==> src/rtl/filter_stream_ctrl_if.sv <==
// Pixel stream bundle: input stream (s_axis_*) and output stream (m_axis_*).
// slave = the controller's view, master = the upstream/downstream environment.
interface filter_stream_ctrl_if #(
  parameter int DATA_WIDTH = 8
);
  logic [DATA_WIDTH-1:0] s_axis_tdata;
  logic                  s_axis_tvalid;
  logic                  s_axis_tready;
  logic                  s_axis_tlast;
  logic                  s_axis_tuser;
  logic [DATA_WIDTH-1:0] m_axis_tdata;
  logic                  m_axis_tvalid;
  logic                  m_axis_tready;
  logic                  m_axis_tlast;
  logic                  m_axis_tuser;

  modport slave (
    input  s_axis_tdata, s_axis_tvalid, s_axis_tlast, s_axis_tuser,
    output s_axis_tready,
    output m_axis_tdata, m_axis_tvalid, m_axis_tlast, m_axis_tuser,
    input  m_axis_tready
  );

  modport master (
    output s_axis_tdata, s_axis_tvalid, s_axis_tlast, s_axis_tuser,
    input  s_axis_tready,
    input  m_axis_tdata, m_axis_tvalid, m_axis_tlast, m_axis_tuser,
    output m_axis_tready
  );
endinterface

==> src/rtl/filter_stream_ctrl.sv <==
// Stream controller for a line-buffered window filter: paces the datapath, flushes it
// at end of frame and regenerates output framing. state | meaning:
//   IDLE | wait for tuser  RUN | accept frame pixels  FLUSH | drain D zero advances
module filter_stream_ctrl #(
  parameter int DATA_WIDTH   = 8,
  parameter int WINDOW_SIZE  = 3,
  parameter int FRAME_WIDTH  = 640,
  parameter int FRAME_HEIGHT = 512,
  parameter int PIPE_LATENCY = 4
) (
  input  logic                  clk,
  input  logic                  rst_n,
  filter_stream_ctrl_if.slave   axis,
  output logic                  pipe_en,
  output logic [DATA_WIDTH-1:0] pipe_din,
  input  logic [DATA_WIDTH-1:0] pipe_dout,
  output logic                  m_border,
  output logic                  frame_err,
  output logic                  busy
);
  localparam int R     = WINDOW_SIZE / 2;
  localparam int D     = R * FRAME_WIDTH + R + PIPE_LATENCY;
  localparam int NPIX  = FRAME_WIDTH * FRAME_HEIGHT;
  localparam int COL_W = $clog2(FRAME_WIDTH);
  localparam int ROW_W = $clog2(FRAME_HEIGHT);
  localparam int ADV_W = $clog2(NPIX + D + 1);

  localparam logic [COL_W-1:0] COL_LAST = COL_W'(FRAME_WIDTH - 1);
  localparam logic [ROW_W-1:0] ROW_LAST = ROW_W'(FRAME_HEIGHT - 1);
  localparam logic [COL_W-1:0] COL_LO   = COL_W'(R);
  localparam logic [COL_W-1:0] COL_HI   = COL_W'(FRAME_WIDTH - 1 - R);
  localparam logic [ROW_W-1:0] ROW_LO   = ROW_W'(R);
  localparam logic [ROW_W-1:0] ROW_HI   = ROW_W'(FRAME_HEIGHT - 1 - R);
  localparam logic [ADV_W-1:0] ADV_D    = ADV_W'(D);
  localparam logic [ADV_W-1:0] ADV_END  = ADV_W'(NPIX + D);

  typedef enum logic [1:0] {S_IDLE, S_RUN, S_FLUSH} state_t;

  state_t                r_state, w_state_nxt;
  logic [ADV_W-1:0]      r_adv_cnt;
  logic [COL_W-1:0]      r_in_col, r_out_col;
  logic [ROW_W-1:0]      r_in_row, r_out_row;
  logic                  r_m_tvalid, r_frame_err;
  logic                  w_s_tready, w_pipe_en, w_s_acc, w_m_xfer, w_m_free;
  logic                  w_take_sof, w_in_last, w_out_last;
  logic [DATA_WIDTH-1:0] w_pipe_din;

  assign w_m_free   = !r_m_tvalid | axis.m_axis_tready;
  assign w_m_xfer   = r_m_tvalid & axis.m_axis_tready;
  assign w_s_acc    = axis.s_axis_tvalid & w_s_tready;
  assign w_take_sof = (r_state == S_IDLE) & axis.s_axis_tvalid & axis.s_axis_tuser;
  assign w_in_last  = (r_in_col == COL_LAST) & (r_in_row == ROW_LAST);
  assign w_out_last = (r_out_col == COL_LAST) & (r_out_row == ROW_LAST);

  always_ff @(posedge clk or negedge rst_n) begin
    if (!rst_n) r_state <= S_IDLE;
    else        r_state <= w_state_nxt;
  end

  always_comb begin
    w_state_nxt = r_state;
    case (r_state)
      S_IDLE:  if (w_take_sof) w_state_nxt = S_RUN;
      S_RUN:   if (w_s_acc && w_in_last) w_state_nxt = S_FLUSH;
      S_FLUSH: if (w_m_xfer && w_out_last) w_state_nxt = S_IDLE;
      default: w_state_nxt = S_IDLE;
    endcase
  end

  always_comb begin
    w_s_tready = 1'b1;
    w_pipe_en  = 1'b0;
    w_pipe_din = axis.s_axis_tdata;
    case (r_state)
      S_IDLE:  w_pipe_en = axis.s_axis_tvalid & axis.s_axis_tuser;
      S_RUN: begin
        w_s_tready = w_m_free;
        w_pipe_en  = axis.s_axis_tvalid & w_m_free;
      end
      S_FLUSH: begin
        w_s_tready = 1'b0;
        w_pipe_din = '0;
        w_pipe_en  = w_m_free & (r_adv_cnt != ADV_END);
      end
      default: ;
    endcase
  end

  // Counters restart on the tuser beat, which is itself pixel 0 and advance 0.
  always_ff @(posedge clk or negedge rst_n) begin
    if (!rst_n) begin
      r_adv_cnt   <= '0;
      r_in_col    <= '0;
      r_in_row    <= '0;
      r_out_col   <= '0;
      r_out_row   <= '0;
      r_m_tvalid  <= 1'b0;
      r_frame_err <= 1'b0;
    end else begin
      if (w_take_sof) begin
        r_adv_cnt <= ADV_W'(1);
        r_in_col  <= COL_W'(1);
        r_in_row  <= '0;
        r_out_col <= '0;
        r_out_row <= '0;
      end else begin
        if (w_pipe_en) r_adv_cnt <= r_adv_cnt + 1'b1;
        if (r_state == S_RUN && w_s_acc) begin
          if ((axis.s_axis_tlast != (r_in_col == COL_LAST)) || axis.s_axis_tuser)
            r_frame_err <= 1'b1;
          if (r_in_col == COL_LAST) begin
            r_in_col <= '0;
            r_in_row <= (r_in_row == ROW_LAST) ? '0 : r_in_row + 1'b1;
          end else begin
            r_in_col <= r_in_col + 1'b1;
          end
        end
        if (w_m_xfer) begin
          if (r_out_col == COL_LAST) begin
            r_out_col <= '0;
            r_out_row <= (r_out_row == ROW_LAST) ? '0 : r_out_row + 1'b1;
          end else begin
            r_out_col <= r_out_col + 1'b1;
          end
        end
      end
      if (w_pipe_en && r_state != S_IDLE && r_adv_cnt >= ADV_D) r_m_tvalid <= 1'b1;
      else if (axis.m_axis_tready)                                r_m_tvalid <= 1'b0;
    end
  end

  assign axis.s_axis_tready = w_s_tready;
  assign axis.m_axis_tdata  = pipe_dout;
  assign axis.m_axis_tvalid = r_m_tvalid;
  assign axis.m_axis_tlast  = r_m_tvalid & (r_out_col == COL_LAST);
  assign axis.m_axis_tuser  = r_m_tvalid & (r_out_col == '0) & (r_out_row == '0);
  assign pipe_en   = w_pipe_en & rst_n;
  assign pipe_din  = w_pipe_din;
  assign m_border  = (r_out_col < COL_LO) | (r_out_col > COL_HI) |
                     (r_out_row < ROW_LO) | (r_out_row > ROW_HI);
  assign frame_err = r_frame_err;
  assign busy      = (r_state != S_IDLE);
endmodule

==> src/flat_wrapper.sv <==
// flat-port wrapper written by rule: the top's interface ports become plain ports
module filter_stream_ctrl_flat 
#(
  parameter int DATA_WIDTH   = 8,
  parameter int WINDOW_SIZE  = 3,
  parameter int FRAME_WIDTH  = 640,
  parameter int FRAME_HEIGHT = 512,
  parameter int PIPE_LATENCY = 4
)
  (clk, rst_n, pipe_en, pipe_din, pipe_dout, m_border, frame_err, busy, axis_s_axis_tdata, axis_s_axis_tvalid, axis_s_axis_tlast, axis_s_axis_tuser, axis_s_axis_tready, axis_m_axis_tdata, axis_m_axis_tvalid, axis_m_axis_tlast, axis_m_axis_tuser, axis_m_axis_tready);
  filter_stream_ctrl_if #(.DATA_WIDTH(DATA_WIDTH)) axis_i ();
  input  logic clk;
  input  logic rst_n;
  output logic pipe_en;
  output logic [DATA_WIDTH-1:0] pipe_din;
  input  logic [DATA_WIDTH-1:0] pipe_dout;
  output logic m_border;
  output logic frame_err;
  output logic busy;
  input wire logic [$bits(axis_i.s_axis_tdata)-1:0] axis_s_axis_tdata;
  input wire logic [$bits(axis_i.s_axis_tvalid)-1:0] axis_s_axis_tvalid;
  input wire logic [$bits(axis_i.s_axis_tlast)-1:0] axis_s_axis_tlast;
  input wire logic [$bits(axis_i.s_axis_tuser)-1:0] axis_s_axis_tuser;
  output wire logic [$bits(axis_i.s_axis_tready)-1:0] axis_s_axis_tready;
  output wire logic [$bits(axis_i.m_axis_tdata)-1:0] axis_m_axis_tdata;
  output wire logic [$bits(axis_i.m_axis_tvalid)-1:0] axis_m_axis_tvalid;
  output wire logic [$bits(axis_i.m_axis_tlast)-1:0] axis_m_axis_tlast;
  output wire logic [$bits(axis_i.m_axis_tuser)-1:0] axis_m_axis_tuser;
  input wire logic [$bits(axis_i.m_axis_tready)-1:0] axis_m_axis_tready;
  assign axis_i.s_axis_tdata = axis_s_axis_tdata;
  assign axis_i.s_axis_tvalid = axis_s_axis_tvalid;
  assign axis_i.s_axis_tlast = axis_s_axis_tlast;
  assign axis_i.s_axis_tuser = axis_s_axis_tuser;
  assign axis_s_axis_tready = axis_i.s_axis_tready;
  assign axis_m_axis_tdata = axis_i.m_axis_tdata;
  assign axis_m_axis_tvalid = axis_i.m_axis_tvalid;
  assign axis_m_axis_tlast = axis_i.m_axis_tlast;
  assign axis_m_axis_tuser = axis_i.m_axis_tuser;
  assign axis_i.m_axis_tready = axis_m_axis_tready;
  filter_stream_ctrl #(.DATA_WIDTH(DATA_WIDTH), .WINDOW_SIZE(WINDOW_SIZE), .FRAME_WIDTH(FRAME_WIDTH), .FRAME_HEIGHT(FRAME_HEIGHT), .PIPE_LATENCY(PIPE_LATENCY)) u_core (.clk(clk), .rst_n(rst_n), .axis(axis_i), .pipe_en(pipe_en), .pipe_din(pipe_din), .pipe_dout(pipe_dout), .m_border(m_border), .frame_err(frame_err), .busy(busy));
endmodule
==> config.mk <==
export PLATFORM = sky130hd
export DESIGN_NAME = filter_stream_ctrl_flat
export DESIGN_NICKNAME = d
export VERILOG_FILES = /design/src/rtl/filter_stream_ctrl_if.sv /design/src/rtl/filter_stream_ctrl.sv /design/src/flat_wrapper.sv
export SDC_FILE = /design/constraint.sdc
export NUM_CORES = 1
export LEC_CHECK = 0
export ABC_AREA = 1
export BUFFER_PORTS_ARGS = -buffer_cell sky130_fd_sc_hd__buf_4
export CORE_ASPECT_RATIO = 1.75
export CORE_UTILIZATION = 50
export CTS_BUF_LIST = sky130_fd_sc_hd__clkbuf_8
export CTS_CLUSTER_SIZE = 30
export DETAILED_ROUTE_END_ITERATION = 10
export GPL_TIMING_DRIVEN = 1
export PLACE_DENSITY = 0.68
export SLEW_MARGIN = 40
export SYNTH_ARGS = -nofsm -noshare
export SYNTH_HDL_FRONTEND = slang
export SYNTH_SLANG_ARGS = --single-unit
==> constraint.sdc <==
create_clock -name clk -period 1.96 [get_ports clk]
set_input_delay 0.294 -clock clk [delete_from_list [all_inputs] [get_ports clk]]
set_output_delay 0.294 -clock clk [all_outputs]
set_load 0.02 [all_outputs]
==> impl_metrics.toml, run 1 <==
[floorplan]
rows = 43
start_util_pct = 52.1
ioPinCount = 46
coreArea_mm2 = 0.00796
die_x_um = 70.8
die_h_um = 122
dieArea_mm2 = 0.00868

[pwr]
comb_power_share_pct = 46.0
internal-power_mw = 3.22
clockPowerShare_pct = 19.0
switching_share_pct = 42.5
pwr-share-seq_pct = 35.0
power.leakage_nw = 2.44
p_per_area_mw_per_mm2 = 1120
vdd_drop_max_mv = 0.641
total_switching_power_mw = 2.38

[global_route]
top_usage_layer = "met2"
grt_max_degree = 62
grt_first_pass_wirelength_mm = 17.2
grt_overflow = 0
track_usage_pct = 25.6
met2_usage_pct = 48.9
grt.met3_usage_pct = 3.86
grt_use_met1_pct = 25.7
grt_pass1_vias = 3940
antenna_found_initial = 0

[synthesis]
synth.most_common_cell = "nand2_1"
yosysTopAreaCell = "dfrtp_1"
synthFlopType = "dfrtp_1"
synth.distinct_cells = 42
synthArstFlopShare_pct = 100
synth-edff-count = 0
syn_area_mm2 = 0.00415
synthCells = 593
yosys_warnings = 0
synth_commonest_cells = "nand2_1, nor2_1, inv_1"
synthTopCellsByArea = "dfrtp_1, nand2_1, nor2_1"
ys_seq_area_share_pct = 36.8
synth_fp_nets = 632
synth_top_area_share_pct = 36.8
synth-seq-cells = 61
synth_area_per_cell_um2 = 6.99

[routing]
drtPass1Iterations = 6
routed_wl_mm = 10.4
ant_nets = 0
initialDrtViolationCount = 180
vias_per_cell = 5.36
vias = 4014
wl_per_cell_um = 13.9
drcViolationCount = 0

[run_status]
outcome = "finished, violations left"
failed_checks = "setup timing"

[clock_tree]
cts.sinks = 61
hold_buffers = 0
cts_max_path_buffers = 2
clkSlewWorstSetupHoldPaths_ps = 70
clk_root_buffer_cell = "clkbuf_8"
cts.htree.levels = 3
numCtsBuffers = 9
cts_tree = "built"
clk_latency_ps = 360

[layout]
drive_gt1_share_pct = 19.7
antenna_cells = 0
final_nets = 693
seq_area_mm2 = 0.00153
nFillCells = 742
multi_input_area_mm2 = 0.00234
area_delta_synth_final_pct = 20.1
final_cell_area_mm2 = 0.00498

[setup_path]
setup.worst_path.class = "reg -> out"
cp.arrival_ps = 1760
critical_path.startpoint_type = "register"
crit_fanout = 4
end_kind = "output pin"
worstPathRequired_ps = 1670

[worst_hold_path]
hp-class = "in -> async"

[placed_design]
place_congestion = 0.908
preCtsSetupSlack_ps = -29.0
dp_hpwl_mm = 7.68
dpl_cell_area_mm2 = 0.00455
port_buffers = 29

[sta]
slew_violations = 0
finClkSkew_ps = 8.88
timing.final.ws_setup_ps = -89.5
report.final.hold_viol_count = 0
grt_setup_unrepaired = "true"
fin_crit_sh_pct = 105
timing.fmax_mhz = 488
tightest_slew_ps = 576
fin_crit_ps = 2050
slew_headroom_pct = 61.6
setup_viol = 1

[flow_run]
drv_cap = 0
per-stage QoR:
stage / setup TNS [ps] / utilization, % / total power, mW / hold slack (ps) / cells
after global routing: -549 / 62.6 / 6.01 / 90.0 / 749
after global placement: 0 / 57.2 / 4.28 / 454 / 720
after CTS: -126 / 60.8 / 5.54 / 151 / 741
after floorplan: 0 / - / 3.49 / -1.59 / 593
final: -89.5 / 62.6 / 5.60 / 36.9 / 749
after detailed placement: -56.2 / 57.2 / 4.32 / 467 / 720
area by class of cell:
type / count / share of cell area [%]
sequential: 61 / 30.6
timing repair buffer: 68 / 10.8
inverter: 71 / 5.45
multi-input combinational: 443 / 47.0
clock buffer: 13 / 3.59
clock inverter: 3 / 0.226
tap: 90 / 2.26
what timing repair did:
action / CTS / global route
setup buffers: 5 / 8
resized for setup: 23 / 21
endpoints found under the setup margin: 7 / 16
pin swaps: 7 / 11
final timing paths:
| check | start | to | slack [ps] | cells past startpoint |
|---|---|---|---|---|
| worst min register to register | u_core.frame_err | u_core.frame_err | 480 | 2 |
| max in group asynchronous | rst_n | u_core.r_out_row[5] | 1530 | 2 |
| worst min-delay path | rst_n | u_core.r_adv_cnt[8] | 40 | 2 |
| min in group clk | axis_s_axis_tlast | u_core.frame_err | 260 | 4 |
| worst max-delay path | u_core.r_state[1] | pipe_en | -90 | 7 |
| worst max register to register | u_core.r_in_row[0] | u_core.r_state[0] | 30 | 14 |
critical path: stages, from the launching register on:
cell and delay [ps]:
dfrtp_1 450, inv_2 70, ha_1 280, o211a_1 190, nand2_2 80, nand2_2 70, and3_4 170, buf_6 110
flip-flops by register name (all words and copies together), names as in the netlist:
name,cells
u_core.r_adv_cnt,19
u_core.r_in_col,10
u_core.r_out_col,10
u_core.r_in_row,9
u_core.r_out_row,9
u_core.r_state,2
u_core.axis.m_axis_tvalid,1
u_core.frame_err,1
cell usage in the layout (no fill, tap or decap), types with 3 or more instances in the layout:
cell type  synthesis  layout
ha_1              17      12
nand4_1           12      12
inv_1             65      61
buf_6              3       4
nand3_2            0       4
nand2_1          170     163
o21ai_0           20      17
nor3b_1            3       3
nor3_1            12      12
dfrtp_1           61      61
nand2_2            3      10
nor2_1            90      86
nand3_1           44      40
ha_2               0       3
nor2_2             1       3
inv_2              4       9
a21oi_1           20      20
xor2_1            16      16
nor2_4             2       4
clkbuf_8           0      13
nand3b_1           3       3
o22ai_1            3       3
buf_4             10      63
o21ai_1            4       6
kinds of logic (layout without fill, tap and decap cells):
| group | Yosys count | after routing | share of synthesized area (%) |
|---|---|---|---|
| adders and majority gates | 17 | 17 | 5.13 |
| buffers and inverters | 89 | 155 | 9.63 |
| AOI/OAI and AO/OA | 59 | 59 | 8.54 |
| DFF | 61 | 61 | 36.8 |
| and+or+nand+nor | 350 | 350 | 36.3 |
| xor gates and xnor gates | 17 | 17 | 3.59 |
metal layers:
layer | wire length (um) | vias to the layer above
met5 | 0 | -
met4 | 417 | 0
met3 | 296 | 28
met2 | 5890 | 76
met1 | 3830 | 1913
li1 | - | 1997
power by group through the flow:
stage	logic, mW	clock network [mW]	registers, mW
after floorplan	1.55	0	1.93
after global placement	2.33	0	1.95
after detailed placement	2.35	0	1.97
after CTS	2.49	1.10	1.95
after global routing	2.86	1.14	2.01
final	2.58	1.07	1.96
Power figures use the tool's default switching activity.
==> inputs of run 2 (changes only) <==
--- a/config.mk
+++ b/config.mk
@@ -13,7 +13,7 @@
 export CTS_CLUSTER_SIZE = 30
 export DETAILED_ROUTE_END_ITERATION = 10
 export GPL_TIMING_DRIVEN = 1
-export PLACE_DENSITY = 0.68
+export PLACE_DENSITY = 0.79
 export SLEW_MARGIN = 40
 export SYNTH_ARGS = -nofsm -noshare
 export SYNTH_HDL_FRONTEND = slang
==> impl_metrics.toml, run 2 (synthesis results as in run 1) <==
[layout]
final_nets = 703
area_delta_synth_final_pct = 24.9
final_cell_area_mm2 = 0.00518
stdcell_count = 759
drive_gt1_share_pct = 23.5
final_cell_mix = "nand2_1, nor2_1, buf_4"
largest_register_ffs = 19
largest_registers = "u_core.r_adv_cnt x19, u_core.r_in_col x10, u_core.r_out_col x10"
antenna_cells = 0
nFillCells = 633
largest_register = "u_core.r_adv_cnt"
layout_commonest_cell = "nand2_1"

[worst_hold_path]
hp-class = "in -> async"

[placed_design]
place_congestion = 0.893
port_buffers = 29
dp_hpwl_mm = 7.49
dp_cells = 716
dpl_cell_area_mm2 = 0.00451

[setup_path]
crit_chain = "inv_2, ha_1, inv_2, nor2_4, inv_4, nand2_1, and3_4, buf_6"
r2r_cells = 11
critical_path.startpoint_type = "register"
slowest_delay_ps = 450
ff2ff_setup_slack_ps = -80
setup.worst_path.class = "reg -> out"
cp_slowest_cell = "dfrtp_2"
worstPathRequired_ps = 1670
rr_endpoint = "u_core.r_out_row[3]"
cp.arrival_ps = 1740
r2r-start = "u_core.r_out_row[1]"
crit_fanout = 10
startpoint = "u_core.r_state[1]"
crit_top_cell = "inv_2"
end_kind = "output pin"

[routing]
routed_wl_mm = 11.4
drcViolationCount = 4
wl_per_cell_um = 15.0
vias = 4180
vias_per_cell = 5.51
drtPass1Iterations = 11
initialDrtViolationCount = 321
ant_nets = 0

[global_route]
track_usage_pct = 26.0
grt_pass1_vias = 4052
grt_max_degree = 62
grt_first_pass_wirelength_mm = 17.7
grt_overflow = 0
antenna_found_initial = 0

[clock_tree]
clk_latency_ps = 350
clkSlewWorstSetupHoldPaths_ps = 70
clk_root_buffer_cell = "clkbuf_8"
cts_max_path_buffers = 2
numCtsBuffers = 9
cts_tree = "built"
cts.htree.levels = 3
cts.sinks = 61

[sta]
tightest_slew_ps = 562
setup_viol = 22
slew_headroom_pct = 62.6
report.final.hold_viol_count = 0
grt_setup_unrepaired = "true"
timing.fmax_mhz = 491
timing.final.ws_setup_ps = -76.2
finClkSkew_ps = 5.72
fin_crit_sh_pct = 104
fin_crit_ps = 2040
slew_violations = 0

[pwr]
comb_power_share_pct = 47.3
internal-power_mw = 3.33
switching_share_pct = 43.6
p_per_area_mw_per_mm2 = 1140
clockPowerShare_pct = 18.3
total_switching_power_mw = 2.57
pwr-share-seq_pct = 34.4
power.leakage_nw = 2.49
vdd_drop_max_mv = 0.851

[floorplan]
die_x_um = 70.8
dieArea_mm2 = 0.00868
coreArea_mm2 = 0.00796
rows = 43
ioPinCount = 46
die_h_um = 122
start_util_pct = 52.1

[flow_run]
drv_cap = 0

[run_status]
outcome = "finished, violations left"
failed_checks = "DRC, setup timing"
run 2: cell count changes in the layout (fill, tap and decap cells not counted), sizes merged:
cell,previous run,this run
buf,68,78
run 2: timing repair:
action	in CTS	in global routing
setup endpoints to repair	5	42
hold buffers	0	0
resized for setup	26	44
gates cloned	0	0
buffers inserted	13	14
pin swaps	11	23
run 2: worst max-delay path by stage:
| stage | end | slack [ps] | depth (start not counted) |
|---|---|---|---|
| global placement | u_core.r_state[1] | 90 | 14 |
| global route | pipe_en | -160 | 11 |
| detailed placement | u_core.r_state[1] | -20 | 14 |
| finish | pipe_en | -80 | 8 |
| CTS | pipe_en | -110 | 11 |
| floorplan | u_core.r_state[1] | 20 | 9 |
run 2: power by group through the flow:
stage	clock network [mW]	registers, mW	logic, mW
floorplan	0	1.93	1.55
global placement	0	1.98	2.15
detailed placement	0	2.00	2.22
CTS	1.10	1.98	2.47
global route	1.13	2.07	3.08
finish	1.08	2.03	2.79
run 2: stage by stage:
step	TNS [ps]	utilization [%]	hold slack, ps	total power, mW	setup slack, ps
finish	-378	65.0	54.5	5.90	-76.2
floorplan	0	-	-1.59	3.49	23.2
global placement	0	56.6	458	4.13	91.4
CTS	-681	61.5	160	5.55	-111
detailed placement	-42.1	56.6	457	4.22	-21.2
global route	-3030	65.0	109	6.28	-158
run 2: cell type report:
class | instances | area, um^2 | share of cell area (%)
clock buffer | 13 | 179 | 3.45
multi-input combinational | 443 | 2440 | 47.1
timing repair buffer | 78 | 633 | 12.2
clock inverter | 3 | 11.3 | 0.217
inverter | 71 | 274 | 5.29
tap | 90 | 113 | 2.17
sequential | 61 | 1530 | 29.5
run 2: metal layers:
metal,GRT usage (%),routed length (um)
met5,0,0
met4,12.5,464
met1,26.6,4200
met2,49.7,6330
met3,5.01,396
run 2: critical path: cells and delay by family, from the launching register on:
family	cells	cell delay, ps
adders and majority gates	1	200
buffers and inverters	4	360
DFF	1	450
and+or+nand+nor	3	380
==> inputs of run 3 (changes only) <==
--- a/config.mk
+++ b/config.mk
@@ -7,13 +7,14 @@
 export LEC_CHECK = 0
 export ABC_AREA = 1
 export BUFFER_PORTS_ARGS = -buffer_cell sky130_fd_sc_hd__buf_4
+export CAP_MARGIN = 20
 export CORE_ASPECT_RATIO = 1.75
-export CORE_UTILIZATION = 50
+export CORE_UTILIZATION = 55
 export CTS_BUF_LIST = sky130_fd_sc_hd__clkbuf_8
 export CTS_CLUSTER_SIZE = 30
 export DETAILED_ROUTE_END_ITERATION = 10
 export GPL_TIMING_DRIVEN = 1
-export PLACE_DENSITY = 0.79
+export PLACE_DENSITY = 0.85
 export SLEW_MARGIN = 40
 export SYNTH_ARGS = -nofsm -noshare
 export SYNTH_HDL_FRONTEND = slang
==> impl_metrics.toml, run 3 (synthesis results as in run 1) <==
[sta]
timing.final.ws_setup_ps = -180
finClkSkew_ps = 15.6
report.final.hold_viol_count = 0
fin_crit_sh_pct = 109
slew_violations = 0
timing.fmax_mhz = 467
fin_hold_ws_ps = 10.7
tightest_slew_ps = 574
slew_headroom_pct = 61.7
grt_setup_unrepaired = "true"
setup_viol = 3
fin_crit_ps = 2140

[floorplan]
rows = 41
coreArea_mm2 = 0.00723
start_util_pct = 57.3
dieArea_mm2 = 0.00790
ioPinCount = 46
die_x_um = 67.6
die_h_um = 117

[pwr]
vdd_drop_max_mv = 1.07
clockPowerShare_pct = 17.8
switching_share_pct = 44.7
p_per_area_mw_per_mm2 = 1160
pwr-share-seq_pct = 34.5
internal-power_mw = 3.23
comb_power_share_pct = 47.7
power.leakage_nw = 2.45
total_switching_power_mw = 2.61

[setup_path]
worstPathRequired_ps = 1670
cp_slowest_cell = "dfrtp_2"
crit_buf_inv = 4
critical-path-top-delay-family = "flip-flops"
critical_path.startpoint_type = "register"
setup.worst_path.class = "reg -> out"
r2r_cells = 14
end_kind = "output pin"
crit_chain = "inv_2, ha_1, inv_1, nor2_4, inv_4, nand2_2, and3_4, buf_6"
cp.arrival_ps = 1850
crit_cells = 8
slowest_delay_ps = 450
crit_fanout = 10

[clock_tree]
clk_root_buffer_cell = "clkbuf_8"
cts_max_path_buffers = 2
numCtsBuffers = 9
cts.htree.levels = 3
cts_tree = "built"
cts.sinks = 61
hold_buffers = 0
clk_latency_ps = 370
clkSlewWorstSetupHoldPaths_ps = 80

[flow_run]
drv_cap = 0

[placed_design]
dp_hpwl_mm = 7.56
dp_cells = 715
place_congestion = 0.942
port_buffers = 29

[layout]
multi_input_area_mm2 = 0.00237
area_delta_synth_final_pct = 21.7
drive_gt1_share_pct = 22.3
stdcell_count = 751
largest_register_ffs = 19
largest_register = "u_core.r_adv_cnt"
final_nets = 699
nFillCells = 524
layout_commonest_cell = "nand2_1"
largest_registers = "u_core.r_adv_cnt x19, u_core.r_in_col x10, u_core.r_out_col x10"
final_util_pct = 69.8
antenna_cells = 0
final_cell_mix = "nand2_1, nor2_1, buf_4"
seq_area_mm2 = 0.00153

[run_status]
failed_checks = "setup timing"
outcome = "finished, violations left"

[global_route]
grt_pass1_vias = 3943
grt_overflow = 0
track_usage_pct = 29.0
antenna_found_initial = 0
grt_first_pass_wirelength_mm = 17.1
grt_max_degree = 62

[routing]
vias_per_cell = 5.65
drtPass1Iterations = 6
ant_nets = 0
drcViolationCount = 0
vias = 4240
routed_wl_mm = 11.4
initialDrtViolationCount = 307
wl_per_cell_um = 15.2

[worst_hold_path]
hp-class = "in -> async"
[run 3: what timing repair did]
action                                  CTS  global route
endpoints found under the setup margin    5            43
gates resized for setup                  15            40
gates cloned                              0             1
pin swaps                                 6            16
hold endpoints to repair                  0             0
setup buffers                             9            12
[run 3: path summary, 6_finish.rpt]
check                                   startpoint                  end  slack, ps
worst min-delay path                         rst_n  u_core.r_adv_cnt[2]         10
worst max register to register  u_core.r_in_row[1]    u_core.r_state[0]         30
worst max-delay path             u_core.r_state[1]              pipe_en       -180
max in group asynchronous                    rst_n    u_core.r_state[1]       1520
worst min register to register    u_core.frame_err     u_core.frame_err        480
min in group clk                 axis_s_axis_tlast     u_core.frame_err        230
[run 3: layout make-up]
class                      count  share of cell area, %
timing repair buffer          74                   11.7
tap                           86                   2.13
clock buffer                  10                   2.73
clock inverter                 6                  0.769
inverter                      71                   5.45
multi-input combinational    443                   46.9
sequential                    61                   30.3
[run 3: stage by stage]
stage | power [mW] | setup TNS (ps) | instance area, um^2 | setup WS [ps]
2_1_floorplan | 3.49 | 0 | 4150 | 23.2
3_3_place_gp | 4.20 | 0 | 4540 | 93.3
3_5_place_dp | 4.28 | 0 | 4540 | 19.0
4_1_cts | 5.52 | -990 | 4840 | -181
5_1_grt | 6.16 | -893 | 5050 | -244
6_report | 5.83 | -267 | 5050 | -180
[run 3: routing by layer]
layer	vias to the layer above	track usage [%]	wire length, um
met4	0	19.4	638
met5	-	0	0
met3	58	5.04	446
met1	2024	30.0	4180
met2	141	51.5	6130
li1	2017	-	-
[run 3: power by group through the flow]
stage               combinational [mW]  clock (mW)  sequential, mW
floorplan                         1.55           0            1.93
global route                      3.02        1.10            2.04
detailed placement                2.28           0            2.00
finish                            2.78        1.04            2.01
CTS                               2.49        1.05            1.97
global placement                  2.21           0            1.99
